**src/rtl/instruction_fetch_queue.sv**
```systemverilog
// Sequential prefetch buffer: presents fetchPC to the ICache every cycle and queues
// each hit word with its address; ROB clear and decode jump flush and reload the PC.
module instruction_fetch_queue #(
  parameter int unsigned QUEUE_WIDTH = 3,
  parameter logic [31:0] RESET_PC    = 32'h0
) (
  input  logic        clockIn,
  input  logic        resetIn,
  input  logic        readyIn,
  input  logic        clearIn,
  input  logic [31:0] redirectPC,
  input  logic        jumpIn,
  input  logic [31:0] jumpPC,
  output logic [31:0] fetchAddr,
  input  logic        icacheHit,
  input  logic [31:0] icacheData,
  output logic        outValid,
  output logic [31:0] outIns,
  output logic [31:0] outAddr,
  input  logic        popIn,
  output logic        full
);

  localparam int unsigned DEPTH = 1 << QUEUE_WIDTH;
  localparam logic [QUEUE_WIDTH:0] DEPTH_CNT = {1'b1, {QUEUE_WIDTH{1'b0}}};

  logic [31:0]            fetch_pc;
  logic [QUEUE_WIDTH-1:0] head;
  logic [QUEUE_WIDTH-1:0] tail;
  logic [QUEUE_WIDTH:0]   count;
  logic [31:0]            addr_mem [DEPTH];
  logic [31:0]            ins_mem  [DEPTH];

  logic push;
  logic pop;
  logic write_en;

  // Push uses the pre-edge count, so a full queue never accepts a word even while popping.
  always_comb begin
    push     = icacheHit && (count < DEPTH_CNT);
    pop      = popIn && outValid;
    write_en = !resetIn && readyIn && !clearIn && !jumpIn && push;
  end

  always_ff @(posedge clockIn) begin
    if (resetIn) begin
      fetch_pc <= RESET_PC;
      head     <= '0;
      tail     <= '0;
      count    <= '0;
    end else if (readyIn) begin
      if (clearIn) begin
        head     <= '0;
        tail     <= '0;
        count    <= '0;
        fetch_pc <= redirectPC & 32'hFFFF_FFFC;
      end else if (jumpIn) begin
        head     <= '0;
        tail     <= '0;
        count    <= '0;
        fetch_pc <= jumpPC & 32'hFFFF_FFFC;
      end else begin
        if (push) begin
          tail     <= tail + 1'b1;
          fetch_pc <= fetch_pc + 32'd4;
        end
        if (pop) head <= head + 1'b1;
        if (push && !pop)      count <= count + 1'b1;
        else if (pop && !push) count <= count - 1'b1;
      end
    end
  end

  always_ff @(posedge clockIn) begin
    if (write_en) begin
      addr_mem[tail] <= fetch_pc;
      ins_mem[tail]  <= icacheData;
    end
  end

  always_comb begin
    fetchAddr = fetch_pc;
    outValid  = (count != '0);
    full      = (count == DEPTH_CNT);
    outIns    = outValid ? ins_mem[head]  : '0;
    outAddr   = outValid ? addr_mem[head] : '0;
  end

endmodule

```
**config.mk**
```make
export PLATFORM = sky130hd
export DESIGN_NAME = instruction_fetch_queue
export DESIGN_NICKNAME = d
export VERILOG_FILES = /design/src/rtl/instruction_fetch_queue.sv
export SDC_FILE = /design/constraint.sdc
export NUM_CORES = 1
export LEC_CHECK = 0
export CORE_ASPECT_RATIO = 0.5
export CORE_UTILIZATION = 39
export DETAILED_ROUTE_END_ITERATION = 8
export GPL_TIMING_DRIVEN = 0
export PLACE_DENSITY = 0.66
export RECOVER_POWER = 25
export SYNTH_ARGS = -nofsm -noshare
export SYNTH_HDL_FRONTEND = slang
export SYNTH_SLANG_ARGS = --single-unit
```
**constraint.sdc**
```tcl
create_clock -name clockIn -period 15.2 [get_ports clockIn]
set_input_delay 1.52 -clock clockIn [delete_from_list [all_inputs] [get_ports clockIn]]
set_output_delay 1.52 -clock clockIn [all_outputs]
set_load 0.05 [all_outputs]
```
# Word-level counts from Yosys, hierarchy flattened
# Memories as Yosys holds them, arrays and structs flattened. A register that Yosys moved wholly into a read port is not among the register bits.
# Cells that the tools add are included.
dict set report classes {
  reduce_logical 20
  muxes 21
  add_sub_neg 5
  order_cmp 1
  eq_ne 1
}
# cell n
set op_table {}
lappend op_table {{2-to-1 mux 32 bit} 5}
lappend op_table {{adder 32 x 3 -> 32 bit, second input constant} 1}
lappend op_table {{2-to-1 mux 3 bit} 10}
lappend op_table {{2-to-1 mux 4 bit} 4}
lappend op_table {{logical AND 1 bit} 8}
lappend op_table {{nonzero test 4 bit} 2}
lappend op_table {{adder 3 x 1 -> 3 bit, second input constant} 2}
lappend op_table {{AND reduction 2 bit} 3}
lappend op_table {{nonzero test 3 bit} 2}
lappend op_table {{logical NOT 1 bit} 5}
lappend op_table {{adder 4 x 1 -> 4 bit, second input constant} 1}
lappend op_table {{== test 4 bit, second input constant} 1}
lappend op_table {{< comparator 4 bit, second input constant} 1}
lappend op_table {{subtractor 4 x 1 -> 4 bit, second input constant} 1}
lappend op_table {{2-to-1 mux 1 bit} 2}
dict set report word_totals {
  input_bits 103
  output_inout_bits 98
  ram_bits 512
  ff_bits 42
  wordCells 54
  n_memories 2
}
# name words width rd rd_ports_with_merged_regs write_ports line_no
set memory_table {}
lappend memory_table {addr_mem 8 32 1 1 1 31} ;# logic [31:0] addr_mem [DEPTH];
lappend memory_table {ins_mem 8 32 1 1 1 32} ;# logic [31:0] ins_mem [DEPTH];

# Logic depth before layout (Yosys ltp)
# Gate-level depths: netlist of the first run.
dict set report depth {
  depth_word 8
  ltp_mapped 11
  mapped_depth_nobuf 11
}

# Worst setup path before layout of the first run
# OpenSTA, ideal clock, no wires.
dict set report synth_path {
  path_kind {input-to-reg}
  start {input port jumpIn}
  end {memory addr_mem[0][10] (enable)}
  cell_stages 6
  t_required_ps 14642
  t_arrival_ps 6604
  setup_slack_ps 8038
  setup_ps 558
  path_cell_list {buf_2 -> or2_1 -> buf_4 -> nor3_1 -> nand2b_1 -> nor3_1}
}
dict set report synth_between {
  elab_chain_cells 5
}
# element line_no
set synth_lines {}
lappend synth_lines {{from (decl)} 12} ;# input logic jumpIn,
lappend synth_lines {{logical NOT 1 bit} 42} ;# write_en = !resetIn && readyIn && !clearIn && !jumpIn && push;
lappend synth_lines {{logical AND 1 bit (2 in a row)} 42}
lappend synth_lines {{2-to-1 mux 1 bit} 75} ;# if (write_en) begin
lappend synth_lines {{2-to-1 mux 1 bit (not written as such)} 76} ;# addr_mem[tail] <= fetch_pc;
lappend synth_lines {{to (decl)} 31}
# Every way passes these cells.

==> results of run 1 <==
flip-flops by register name, indices dropped and copies added (netlist names), named ones only:
name / cells
tail: 3
count: 4
addr_mem: 240
head: 3
ins_mem: 256
fetchAddr: 30
cell usage in the layout (no fill, tap or decap), types with 22 or more instances in the layout:
cell type and instances:
clkbuf_1 45, clkdlybuf4s50_1 183, mux2i_1 68, clkbuf_16 49
nand2_1 39, buf_2 22, edfxtp_1 496, dfxtp_1 43
o21ai_0 22, nor2_1 103, a21oi_1 38, mux4_2 124
cell families after synthesis:
| kind of cell | Yosys count | share of synthesized area |
|---|---|---|
| buffers and inverters | 84 | 0.0184 |
| DFF | 539 | 0.722 |
| and+or+nand+nor | 232 | 0.0523 |
| xor gates and xnor gates | 10 | 0.00401 |
| AOI/OAI and AO/OA | 133 | 0.0394 |
| adders and majority gates | 7 | 0.00436 |
| other | 1 | 0.000172 |
| muxes | 192 | 0.159 |
power groups by stage:
stage	clock network [mW]	logic [mW]	registers, mW
after detailed placement	0	0.199	1.69
after floorplan	0	0.0896	1.70
after CTS	1.18	0.200	1.66
after global placement	0	0.194	1.69
after global routing	1.24	0.209	1.66
final	1.17	0.200	1.66
cell type report:
class	instances	area share
Sequential cell	539	0.588
Buffer	75	0.0137
Clock inverter	28	0.00752
Antenna cell	4	0.000374
Clock buffer	61	0.0482
Timing Repair Buffer	222	0.0918
Tap cell	744	0.0348
Inverter	9	0.00126
Multi-Input combinational cell	578	0.214
through the flow:
stage                     instance area [µm²]   util  hold WS [ps]
after floorplan                         21800      -           499
after global placement                  24700  0.452           510
after detailed placement                25300  0.464           537
after CTS                               26800  0.491           558
after global routing                    26800  0.491           614
final                                   26800  0.491           563
critical path, cell delays in order (launching register included):
cell	delay, ps
dfxtp_1	310
buf_2	270
clkbuf_1	600
buf_1	610
mux4_2	330
mux2i_1	70
nor2_1	270
clkdlybuf4s50_1	870
synthesized netlist by cell type, types with 8 or more instances:
master	number	share of area
edfxtp_1	496	0.68
mux4_2	124	0.13
nor2_1	109	0.019
mux2i_1	68	0.031
dfxtp_1	43	0.039
nand2_1	39	0.0067
a21oi_1	38	0.0087
clkbuf_1	35	0.0060
buf_2	22	0.0050
o21ai_0	22	0.0050
nor3_1	16	0.0037
a211oi_1	15	0.0052
nand3_1	13	0.0030
nand4_1	10	0.0029
inv_1	8	0.0014
o22ai_1	8	0.0023
layer usage:
layer | track usage | wire length [µm]
met4 | 0.0698 | 1700
met3 | 0.0267 | 2980
met5 | 0 | 0
met2 | 0.346 | 29000
met1 | 0.246 | 21700
worst paths after layout:
path	from	cells past startpoint	end	slack, ps
worst min register to register	head[0]$_SDFFE_PP0P_	2	head[0]$_SDFFE_PP0P_	560
worst min-delay path	head[0]$_SDFFE_PP0P_	2	head[0]$_SDFFE_PP0P_	560
worst max register to register	count[0]$_SDFFE_PP0P_	11	count[3]$_SDFFE_PP0P_	11350
worst max-delay path	flip-flop	7	outIns[12]	9790
==> run metrics, run 1 <==
outcome complete, no violations; Layout fillers 4528; Die Ht between 150 and 200 µm; fraction of registers with async set/reset 0; first-pass iteration count of the detailed router 5; Initial Utilization 0.400; Hold Buf Count CTS 0; CP arrival 3890 ps; clock period minus worst slack between 5000 and 6000 ps; Fin. Hold Viols 0; Mean Syn Cell Area between 15 and 20 µm²; Final WS setup 9790 ps; Crit. End Element output pin; CP Class reg2out; vias between 10000 and 15000; CTS buffer count just under 50; layout cell share with drive strength beyond 1 0.187; Post-synth EDFFs approximately 500; postcts setup bufs 0; largest net degree at the start of global routing 25; gp weighted congestion approximately 0.91; post-synthesis sequential area ratio 0.722; Peak VDD IR ~0.074 mV; Skew-Pair Late Insertion Delay roughly 570 ps; max cap viols 0; Power Density ~110 mW/mm²; Max Clock Skew roughly 17 ps; Tot Pwr slightly above 3 mW; IO Count 201; post-route ant nets 0; clk slew on worst S/H paths roughly 70 ps; cells after synthesis between 1000 and 1500; Finish-stage setup viols 0; RSZ-0062 raised after global routing false; Setup WS pre-CTS ~10000 ps; Die W about 340 µm; vias in the first global route around 13000; share of total power in the clock network 0.386; NetSw between 600 and 700 µW; cell area after synthesis 0.0218 mm²; initial antenna violation count 5; Core Region approximately 0.055 mm²; Ys Warns 0; worst hold path type reg2reg; Max clock buf depth 3; number of cells after detailed placement between 2000 and 2500; Total Neg Setup Slack 0 ps; Area growth, synth to finish 22.7%; final worst path period share 0.356; H-tree depth reported by CTS 2; register bit total from synthesis roughly 540; Starting DRT DRC Count 1349; PostCTS Resize Cnt 0; ys flop type edfxtp_1; combinational share of power 0.066; DP HPWL between 30 and 40 mm; CP required 13680 ps; Finished Layout Cells about 2300; DRC 0; CTS tree yes; gr usage total 0.195; CTS root buffer clkbuf_16; fin nets between 1500 and 2000; switch share 0.224; Slew Limit Headroom 0.0855; transition time of the tightest slew-check pin 1360 ps; Die ar. 0.0569 mm²; Static Leakage 8.24 nW; Seq pwr share 0.548; input/output buffers between 150 and 200; Vias/cell 5.50; first-pass GRT wire length 81.8 mm; CTS Sinks about 540; total wire length ~55 mm; register area about 0.016 mm²; Yosys cell types 67; Fmax achieved about 180 MHz; grt ovf 0; Site Rows 60; DR WL/cell between 20 and 25 µm; worst-path maximum fanout 10; max-slew violation count 0; area of the multi-input gates approximately 0.0057 mm²; internal power 2.35 mW; CP Launch Type flip-flop
Power figures use the tool's default switching activity.
==> run 2, diff against run 1 <==
==> constraint.sdc (replaced) <==
create_clock -name clockIn -period 5.4 [get_ports clockIn]
set_input_delay 0.54 -clock clockIn [delete_from_list [all_inputs] [get_ports clockIn]]
set_output_delay 0.54 -clock clockIn [all_outputs]
set_load 0.05 [all_outputs]
==> run 2 against run 1 <==
  * Critical path depth unchanged
  * Total power grew to 2.8 times the previous value
  * Clock power rose to 2.8 times the previous value
  * Worst hold slack got worse by 93 ps
  * Register-to-register slack worse by 9700 ps
  * Count of clock-buffer cells in the layout shrank 2
  * Utilization up 0.13 points
  * Clock skew is 1.4 ps lower
  * Critical endpoint is now outAddr[8]
  * Largest cell class unchanged
  * Largest power group unchanged
==> run metrics, run 2 (same netlist as run 1, synthesis figures left out) <==
max cap viols 0; Finish-stage setup viols 0; DR WL/cell approximately 24 µm; Fmax achieved 222 MHz; post-route ant nets 0; Hold Buf Count CTS 0; Initial Utilization 0.400; clk slew on worst S/H paths ~70 ps; Hold Path Cell Cnt 3; Die ar. between 0.05 and 0.06 mm²; Die W ~340 µm; Layout fillers 4502; max reg flops 256; Hold Worst Slack 470 ps; final worst path period share 0.834; GR Util met1 0.249; Die Ht approximately 170 µm; RSZ-0062 raised after global routing false; gp weighted congestion 0.911; grt ovf 0; DRC 0; Setup WS pre-CTS approximately 1500 ps; number of cells after detailed placement 2161; Finished Layout Cells 2256; first-pass GRT wire length 81.5 mm; gr usage total 0.194; CTS root buffer clkbuf_16; worst hold path type in2reg; Static Leakage 8.24 nW; Max clock buf depth 3; CTS tree yes; max-slew violation count 0; Core Region around 0.055 mm²; vias in the first global route between 10000 and 15000; worst-path maximum fanout 10; fin nets 1579; CTS Sinks approximately 540; Final WS setup around 900 ps; PostCTS Resize Cnt 0; Vias/cell between 5 and 6; routing usage on met3 0.0238; R2R Path Start count[0]$_SDFFE_PP0P_; grt met2 use 0.341; Final Cell Area around 0.027 mm²; CTS buffer count 50; largest net degree at the start of global routing 24; H-tree depth reported by CTS 2; Biggest register ins_mem; IO Count ~200; transition time of the tightest slew-check pin 1310 ps; postcts setup bufs 0; CP required ~4900 ps; Skew-Pair Late Insertion Delay a little under 600 ps; CP arrival about 4000 ps; Peak VDD IR approximately 0.2 mV; slack of the worst reg-to-reg path roughly 1600 ps; worst min-delay path endpoint fetchAddr[26]$_SDFFE_PP0P_; CP Class reg2out; layout cell share with drive strength beyond 1 0.180; total wire length 55.1 mm; Area growth, synth to finish 23.1%; leading cell type in the layout, fill and taps excluded edfxtp_1; vias 12497; busiest grt layer met2; initial antenna violation count 8; DP Area roughly 0.025 mm²; Fin. Hold Viols 0; Max Clock Skew between 15 and 20 ps; Total Neg Setup Slack 0 ps; Site Rows 60; Power Density ~320 mW/mm²; clock period minus worst slack between 4000 and 5000 ps; Crit. End Element output pin; Starting DRT DRC Count ~1200; DP HPWL between 30 and 40 mm; R2R Path End count[3]$_SDFFE_PP0P_; Slew Limit Headroom 0.123; first-pass iteration count of the detailed router 6; most frequent cells in the layout edfxtp_1 (496), clkdlybuf4s50_1 (158), mux4_2 (124); hold path startpoint resetIn; outcome complete, no violations; input/output buffers between 150 and 200; CP Launch Type flip-flop; Worst Reg2Reg Path Length in Cells 11
==> run 2: layout make-up <==
class                      count  area (µm²)  area share
buffer                        75         367      0.0137
clock buffer                  59        1310      0.0487
clock inverter                32         216     0.00806
sequential                   539       15800       0.587
tap                          744         931      0.0347
antenna                        4        10.0    0.000373
inverter                       9        33.8     0.00126
multi-input combinational    578        5740       0.214
timing repair buffer         216        2490      0.0927
==> run 2: per-layer routing <==
metal | routed length [µm] | part of all wire
met2 | 28600 | 0.52
met3 | 2790 | 0.051
met1 | 21800 | 0.40
met5 | 0 | 0
met4 | 1840 | 0.033
==> run 2: critical path, stage by stage (launching register included) <==
cell and delay, ps:
dfxtp_1 310, buf_2 280, clkbuf_1 620, clkbuf_1 720, mux4_2 350, mux2i_1 90
nor2_1 140, clkdlybuf4s50_1 860
==> run 2: metrics by stage <==
stage	power, mW	util
6_report	8.54	0.493
5_1_grt	8.78	0.493
3_3_place_gp	5.29	0.453
2_1_floorplan	5.04	-
4_1_cts	8.60	0.492
3_5_place_dp	5.32	0.464
==> run 2: worst max-delay path by stage <==
stage | start | end | slack, ps | cells past startpoint
detailed placement | flip-flop | outAddr[8] | 1470 | 7
global route | flip-flop | outAddr[8] | 750 | 7
floorplan | jumpIn | addr_mem[2][10]$_DFFE_PP_ | 880 | 6
global placement | icacheHit | ins_mem[7][20]$_DFFE_PP_ | -2560 | 6
finish | flip-flop | outAddr[8] | 900 | 7
CTS | flip-flop | outAddr[8] | 850 | 7
==> run 2: report_power, final <==
part	switching [mW]	internal, mW	total (mW)
Combinational	0.351	0.209	0.560
Clock	1.49	1.83	3.32
Sequential	0.0704	4.59	4.67
==> run 3, diff against run 2 <==
--- a/config.mk
+++ b/config.mk
@@ -9,7 +9,7 @@
 export CORE_UTILIZATION = 39
 export DETAILED_ROUTE_END_ITERATION = 8
 export GPL_TIMING_DRIVEN = 0
-export PLACE_DENSITY = 0.66
+export PLACE_DENSITY = 0.68
 export RECOVER_POWER = 25
 export SYNTH_ARGS = -nofsm -noshare
 export SYNTH_HDL_FRONTEND = slang
==> constraint.sdc (replaced) <==
create_clock -name clockIn -period 3.9 [get_ports clockIn]
set_input_delay 0.39 -clock clockIn [delete_from_list [all_inputs] [get_ports clockIn]]
set_output_delay 0.39 -clock clockIn [all_outputs]
set_load 0.05 [all_outputs]
==> run 3 against run 2 <==
  * Die area stayed put
  * Flip-flop and latch count unchanged
  * Critical path depth unchanged
  * Largest power group unchanged
  * Cell count about the same
==> run metrics, run 3 (same netlist as run 1, synthesis figures left out) <==
crit-path leading delay family buffers and inverters; worst-path cell chain buf_2 > clkbuf_2 > buf_2 > mux4_2 > mux2i_1 > nor2_1 > clkdlybuf4s50_1; gp weighted congestion between 0.8 and 0.9; DP HPWL 35.2 mm; outcome complete, no violations; CP Class reg2out; Final Cell Area about 0.027 mm²; worst hold path type in2reg; R2R Path Start count[3]$_SDFFE_PP0P_; Static Leakage 8.37 nW; slack of the worst reg-to-reg path a little over 700 ps; first-pass iteration count of the detailed router 6; clk slew on worst S/H paths 60 ps; Slew Limit Headroom 0.360; Power Density approximately 440 mW/mm²; final worst path period share 0.964; Hold Worst Slack 299 ps; Area growth, synth to finish 23.1%; first-pass GRT wire length ~79 mm; post-route ant nets 0; Peak VDD IR roughly 0.26 mV; Max clock buf depth 3; Finish-stage setup viols 0; fin nets 1579; DRC 0; vias in the first global route approximately 12000; Skew-Pair Late Insertion Delay approximately 590 ps; CTS buffer count 50; CTS root buffer clkbuf_16; total wire length between 50 and 60 mm; Finished Layout Cells around 2300; largest net degree at the start of global routing 27; worst-path maximum fanout 10; CP arrival around 3400 ps; Buf/Inv on CP 4; Hold Buf Count CTS 0; CTS tree yes; most frequent cells in the layout edfxtp_1 (496), clkdlybuf4s50_1 (138), mux4_2 (124); Fmax achieved 266 MHz; Starting DRT DRC Count around 1100; Worst Reg2Reg Path Length in Cells 9; Initial Utilization 0.400; Die Ht between 150 and 200 µm; max cap viols 0; most used cell, CP buf_2; gr usage total 0.187; clock period minus worst slack ~3800 ps; Core Region 0.0545 mm²; Die W 336 µm; max-slew violation count 0; CP required between 3000 and 4000 ps; CP Launch Type flip-flop; grt ovf 0; DR WL/cell about 24 µm; hold path startpoint resetIn; crit-path max cell delay just over 700 ps; leading cell type in the layout, fill and taps excluded edfxtp_1; WP depth 7; max reg flops roughly 260; Slowest-stage cell, CP clkdlybuf4s50_1; Die ar. about 0.057 mm²; RSZ-0062 raised after global routing false; Vias/cell 5.43; IO Count 201; R2R Path End ins_mem[0][2]$_DFFE_PP_; Biggest register ins_mem; H-tree depth reported by CTS 2; Fin. Hold Viols 0; Hold Path Cell Cnt 3; worst min-delay path endpoint fetchAddr[26]$_SDFFE_PP0P_; initial antenna violation count 6; Max Clock Skew 14.8 ps; Crit. End Element output pin; vias 12266; Tot Pwr 11.8 mW; layout cell share with drive strength beyond 1 0.195; number of cells after detailed placement between 2000 and 2500; transition time of the tightest slew-check pin 960 ps; input/output buffers 190; Site Rows 60; CTS Sinks around 540; DP Area 0.0253 mm²
-- run 3: changes by cell type in the layout (fill, tap and decap cells not counted), sizes merged --
cell           change
buf                -1
bufinv             -2
clkbuf             +5
clkdlybuf4s15      +3
clkdlybuf4s50     -20
clkinv             -4
clkinvlp           +3
dlygate4sd2       +20
inv                -2
-- run 3: power breakdown --
group	internal, mW	leakage [nW]	total (mW)	switching (mW)
registers	6.36	4.81	6.46	0.0984
logic	0.286	2.82	0.765	0.479
clock network	2.47	0.743	4.59	2.11
-- run 3: metrics by stage --
step	utilization	setup WS, ps	setup TNS (ps)
2_1_floorplan	-	-469	-202050
3_3_place_gp	0.453	-4000	-1827780
3_5_place_dp	0.464	68.1	0
4_1_cts	0.492	5.77	0
5_1_grt	0.493	20.6	0
6_report	0.493	139	0
-- run 3: layout make-up --
| type | count | area [µm²] |
|---|---|---|
| antenna | 4 | 10.0 |
| buffer | 74 | 410 |
| clock buffer | 66 | 1360 |
| clock inverter | 27 | 165 |
| fill | 4477 | 27700 |
| inverter | 9 | 33.8 |
| multi-input combinational | 578 | 5740 |
| sequential | 539 | 15800 |
| tap | 744 | 931 |
| timing repair buffer | 217 | 2440 |
-- run 3: how the worst max path moves through the flow --
stage,from,end,slack [ps]
2_1_floorplan,jumpIn,addr_mem[2][10]$_DFFE_PP_,-470
3_3_place_gp,icacheHit,ins_mem[2][21]$_DFFE_PP_,-4000
3_5_place_dp,flip-flop,outIns[18],70
4_1_cts,flip-flop,outAddr[10],6
5_1_grt,flip-flop,outAddr[10],20
6_report,flip-flop,outAddr[10],140
-- run 3: repair_timing --
item	CTS	global route
pin swaps	1	0
setup buffers	3	0
resized for setup	40	4
endpoints found under the setup margin	60	7
-- run 3: worst min-delay path, stage by stage --
cell	delay (ps)
clkbuf_1	230
nand2b_1	150
o2bb2ai_1	70
-- run 3: metal layers --
layer,vias up,track usage,wire length [µm]
met5,-,0,0
met4,0,0.0777,2010
met3,113,0.0245,2580
met2,398,0.322,27100
met1,6353,0.241,21800
li1,5402,-,-
